$ cat src/rtl/mem_wb_stage.sv
// mem_wb_stage: MEM/WB pipeline register and write-back formatter.
// Captures the MEM-stage result, extracts and extends load data from the raw
// data-memory word, and drives the register-file write port. Emits a retire
// pulse per instruction entering WB.
// Optional feature: define WB_INSTRET_CNT_EN to build the 64-bit
// retired-instruction counter; otherwise instret_o is tied to zero.
module mem_wb_stage #(
  parameter int DATA_W = 32,
  parameter int ADDR_W = 5
) (
  input  logic              clk_i,
  input  logic              rst_i,
  input  logic              stall_i,
  input  logic              flush_i,
  input  logic              mem_valid_i,
  input  logic              mem_rd_we_i,
  input  logic [ADDR_W-1:0] mem_rd_addr_i,
  input  logic [DATA_W-1:0] mem_result_i,
  input  logic              mem_load_i,
  input  logic [2:0]        mem_funct3_i,
  input  logic [1:0]        mem_addr_lo_i,
  input  logic [DATA_W-1:0] mem_rdata_i,
  output logic              rd_we_o,
  output logic [ADDR_W-1:0] rd_addr_o,
  output logic [DATA_W-1:0] rd_wdata_o,
  output logic              wb_valid_o,
  output logic              retire_o,
  output logic [63:0]       instret_o
);

  logic              valid_q,  valid_d;
  logic              we_q,     we_d;
  logic [ADDR_W-1:0] addr_q,   addr_d;
  logic [DATA_W-1:0] wdata_q,  wdata_d;
  logic              retire_q, retire_d;

  logic [7:0]        byte_sel;
  logic [15:0]       half_sel;
  logic [DATA_W-1:0] fmt_data;

  // Pick the addressed byte/halfword and extend it; halfword offset bit 0 is
  // ignored since misaligned accesses never reach this stage.
  always_comb begin
    byte_sel = mem_rdata_i[{mem_addr_lo_i, 3'b000} +: 8];
    half_sel = mem_rdata_i[{mem_addr_lo_i[1], 4'b0000} +: 16];
    fmt_data = mem_result_i;
    if (mem_load_i) begin
      case (mem_funct3_i)
        3'b000:  fmt_data = {{(DATA_W-8){byte_sel[7]}}, byte_sel};
        3'b001:  fmt_data = {{(DATA_W-16){half_sel[15]}}, half_sel};
        3'b100:  fmt_data = {{(DATA_W-8){1'b0}}, byte_sel};
        3'b101:  fmt_data = {{(DATA_W-16){1'b0}}, half_sel};
        default: fmt_data = mem_rdata_i;  // LW and undefined encodings
      endcase
    end
  end

  // Next WB contents: flush beats stall beats capture. A stall holds the
  // entry but drops the retire pulse so it is never repeated.
  always_comb begin
    valid_d  = valid_q;
    we_d     = we_q;
    addr_d   = addr_q;
    wdata_d  = wdata_q;
    retire_d = 1'b0;
    if (flush_i) begin
      valid_d = 1'b0;
      we_d    = 1'b0;
      addr_d  = '0;
      wdata_d = '0;
    end else if (!stall_i) begin
      valid_d  = mem_valid_i;
      we_d     = mem_valid_i & mem_rd_we_i & (mem_rd_addr_i != '0);
      addr_d   = mem_rd_addr_i;
      wdata_d  = fmt_data;
      retire_d = mem_valid_i;
    end
  end

  // WB pipeline register
  always_ff @(posedge clk_i or posedge rst_i) begin
    if (rst_i) begin
      valid_q  <= 1'b0;
      we_q     <= 1'b0;
      addr_q   <= '0;
      wdata_q  <= '0;
      retire_q <= 1'b0;
    end else begin
      valid_q  <= valid_d;
      we_q     <= we_d;
      addr_q   <= addr_d;
      wdata_q  <= wdata_d;
      retire_q <= retire_d;
    end
  end

  assign rd_we_o    = we_q;
  assign rd_addr_o  = addr_q;
  assign rd_wdata_o = wdata_q;
  assign wb_valid_o = valid_q;
  assign retire_o   = retire_q;

`ifdef WB_INSTRET_CNT_EN
  logic [63:0] instret_q, instret_d;

  // Count at the edge closing each retire cycle; wraps naturally at 2^64.
  always_comb instret_d = instret_q + {63'd0, retire_q};

  // Retired-instruction counter register
  always_ff @(posedge clk_i or posedge rst_i) begin
    if (rst_i) instret_q <= 64'h0;
    else       instret_q <= instret_d;
  end

  assign instret_o = instret_q;
`else
  assign instret_o = 64'h0;
`endif

endmodule

$ cat config.mk
export PLATFORM = sky130hd
export DESIGN_NAME = mem_wb_stage
export DESIGN_NICKNAME = d
export VERILOG_FILES = /design/src/rtl/mem_wb_stage.sv
export SDC_FILE = /design/constraint.sdc
export NUM_CORES = 1
export LEC_CHECK = 0
export ABC_CLOCK_PERIOD_IN_PS = 1600
export CAP_MARGIN = 25
export CORE_ASPECT_RATIO = 1.75
export CORE_MARGIN = 5
export CORE_UTILIZATION = 37
export DETAILED_ROUTE_END_ITERATION = 8
export PLACE_DENSITY = 0.82
export SKIP_LAST_GASP = 1
export SLEW_MARGIN = 20
export SYNTH_ARGS = -nofsm -noshare
export SYNTH_HDL_FRONTEND = slang
export SYNTH_SLANG_ARGS = --single-unit
$ cat constraint.sdc
create_clock -name clk_i -period 1.6 [get_ports clk_i]
set_input_delay 0.4 -clock clk_i [delete_from_list [all_inputs] [get_ports clk_i]]
set_output_delay 0.4 -clock clk_i [all_outputs]
set_load 0.1 [all_outputs]
==> reports/metrics.yaml <==
status: "complete, no violations"
ys_types: 38
path_clk_slew_ns: 0.06
clk_path_buf_depth: 2
slowest_delay_ns: 0.30
fin_crit_ns: 1.59
cp.buffers_inverters: 2
switching_share_pct: 45.8
wl_per_cell_um: 18.4
fin_cells: 534
crit_arrival_ns: 1.76
cp-end-kind: "flop"
slowest_stage: "dlygate4sd2_1"
place_congestion: 0.897
fp.dieW_um: 76.6
htree_levels: 2
route.detailed.drc: 0
rsz0062_at_grt: "true"
ctsHoldBuffers: 0
final_cell_area_mm2: 0.00477
finalHoldViolations: 0
path_cells: "dlygate4sd2_1 > buf_4 > and3b_1 > a211oi_4 > o22ai_4 > a21o_1"
dpl-instance-area_mm2: 0.00447
critPathTopFamily: "compound AO/OA/AOI/OAI gates"
area_delta_synth_final_pct: 66.3
cp-endpoint: "rd_wdata_o[16]"
vias: 2752
cts_made_buffers: 5
pwr-share-seq_pct: 26.8
timing.final.crit_share_pct: 99.6
ios: 185
hpwl_um: 7560
cts_tree: "yes"
synth.avg_cell_area_um2: 9.34
dr.pass1.iters: 4
start_kind: "primary input"
grt_pass1_wl_um: 15000
setup_viol: 0
dominantRegCellSynth: "dfrtp_1"
cap_viol_max_count: 0
r2r_end: "rd_wdata_o[7]"
wl_um: 9810
clkLatencyLatePin_ns: 0.28
path_max_fanout: 8
synth_edf_count: 0
min_path_type: "primary input to async pin"
pre_cts_slack_ns: -0.687
yosysSeqAreaShare_pct: 34.9
dieArea_mm2: 0.00968
worstRegToRegCells: 3
cts_root_buf: "clkbuf_16"
clock-sinks: 40
drt_iter0_drc: 94
finalClockSkew_ns: 0
io_buffers: 120
crit_required_ns: 1.77
syn_inst: 307
setup_ws_ns: 0.00597
ir_drop_uv: 600
crit_cells: 6
ys_ff_latch: 40
nNetsFinal: 525
rrSetupSlack_ns: 0.55
synth_area_mm2: 0.00287
p_comb_share_pct: 50.2
antenna_found_initial: 1
synthArstFlopShare_pct: 100
initial_utilization_pct: 37.9
worstReg2RegStart: "rd_wdata_o[7]"
crit_type: "primary input to flop"
final_util_pct: 63.0
final_layout_size_suffix_gt1_share_pct: 21.3
critPathLaunch: "mem_addr_lo_i[0]"
leakage_nw: 2.30
grt.overflow.total: 0
p_per_area_mw_per_mm2: 914
core_area_mm2: 0.00757
p_int_mw: 2.36
grt_pass1_vias: 2819
grt_max_degree: 41
clock_power_share_pct: 23.0
fp.dieH_um: 126
slew_viol_final: 0
rows: 42
ant_nets: 0
viasPerCell: 5.15
fin_hold_ws_ns: 0.472
max_freq_mhz: 627
place_inst: 518
grtUsageTotal_pct: 19.3
yosysWarningCount: 0
p_sw_mw: 2.00
## power by group through the flow
stage / clock [mW] / combinational [mW] / sequential, mW
2_1_floorplan: 0 / 1.06 / 1.68
3_3_place_gp: 0 / 2.12 / 1.18
3_5_place_dp: 0 / 2.14 / 1.19
4_1_cts: 1.03 / 2.17 / 1.17
5_1_grt: 1.07 / 2.26 / 1.18
6_report: 1.00 / 2.19 / 1.17
## through the flow
| step | power, mW | TNS [ns] |
|---|---|---|
| after detailed placement | 3.33 | -19.13 |
| after global routing | 4.50 | -0.0119 |
| final | 4.36 | 0 |
| after global placement | 3.31 | -16.77 |
| after CTS | 4.37 | -0.0144 |
| after floorplan | 2.74 | -0.0456 |
## synth_stat cells (3+ instances only)
cell type  count  area [um2]
a21o_1        24         180
clkbuf_1      14        52.6
nand2b_1      17         106
o21ai_0       15        75.1
nor2_1         8        30.0
buf_2          4        20.0
buf_6          3        33.8
nand3b_1       8        60.1
buf_4         64         480
dfrtp_1       40        1000
a22oi_1       14         105
nand2_1       10        37.5
mux2i_1       13         130
o22ai_1        7        43.8
a21oi_1       15        75.1
inv_1          5        18.8
a22o_1        16         140
o31ai_1        7        52.6
## cells by family (layout without fill, tap and decap cells)
logic type | after synthesis | in the layout | share of synthesized area [%]
AOI/OAI and AO/OA | 107 | 108 | 26.9
DFF | 40 | 40 | 34.9
muxes | 17 | 17 | 6.63
buffers and inverters | 90 | 164 | 21.1
and+or+nand+nor | 52 | 52 | 10.3
other | 1 | 65 | 0.131
## layout make-up
cell class	instances	area [um2]
fillers	616	2800
repair buffers	151	1890
multi-input cells	241	1600
flip-flops and latches	40	1000
clock buffers	8	146
well taps	88	110
inverters	5	18.8
diodes	1	2.50
## layout by cell type, fill, tap and decap left out, types with 13 or more instances in the layout
| master | count |
|---|---|
| buf_12 | 44 |
| a21o_1 | 24 |
| a22oi_1 | 14 |
| a22o_1 | 16 |
| mux2i_1 | 13 |
| conb_1 | 64 |
| dfrtp_1 | 40 |
| nand2b_1 | 17 |
| a21oi_1 | 15 |
| o21ai_0 | 14 |
| buf_4 | 22 |
| clkdlybuf4s50_1 | 70 |
## what timing repair did
item / 4_1_cts / 5_1_grt
cloned: 1 / 2
pin swaps: 4 / 4
endpoints found under the setup margin: 32 / 29
setup buffers: 0 / 4
gates resized for setup: 23 / 11
## worst register-to-register path, stage by stage, from the launching register on
cell,delay [ns]
dfrtp_1,0.43
a221oi_1,0.28
o21ai_1,0.10
o311a_1,0.13
## sequential cells by signal, summed over array words and instances, names as in the netlist
| signal | count |
|---|---|
| rd_addr_o | 5 |
| rd_wdata_o | 32 |
| rd_we_o | 1 |
| retire_o | 1 |
| wb_valid_o | 1 |
## per-layer routing
metal  vias to the layer above  wire [um]  track usage (%)
met5                         -          0                0
met4                         0        387             8.65
met3                        19        928             5.60
li1                       1252          -                -
met1                      1314       3260             20.3
met2                       167       5240             35.0
## how the worst min path moves through the flow
stage                     end  slack (ns)
2_1_floorplan   rd_wdata_o[0]        0.54
3_3_place_gp   rd_wdata_o[15]        0.53
3_5_place_dp       wb_valid_o        0.53
4_1_cts        rd_wdata_o[10]        0.48
5_1_grt        rd_wdata_o[10]        0.52
6_report       rd_wdata_o[10]        0.47
Note: power is estimated with default switching activity, not from simulation.
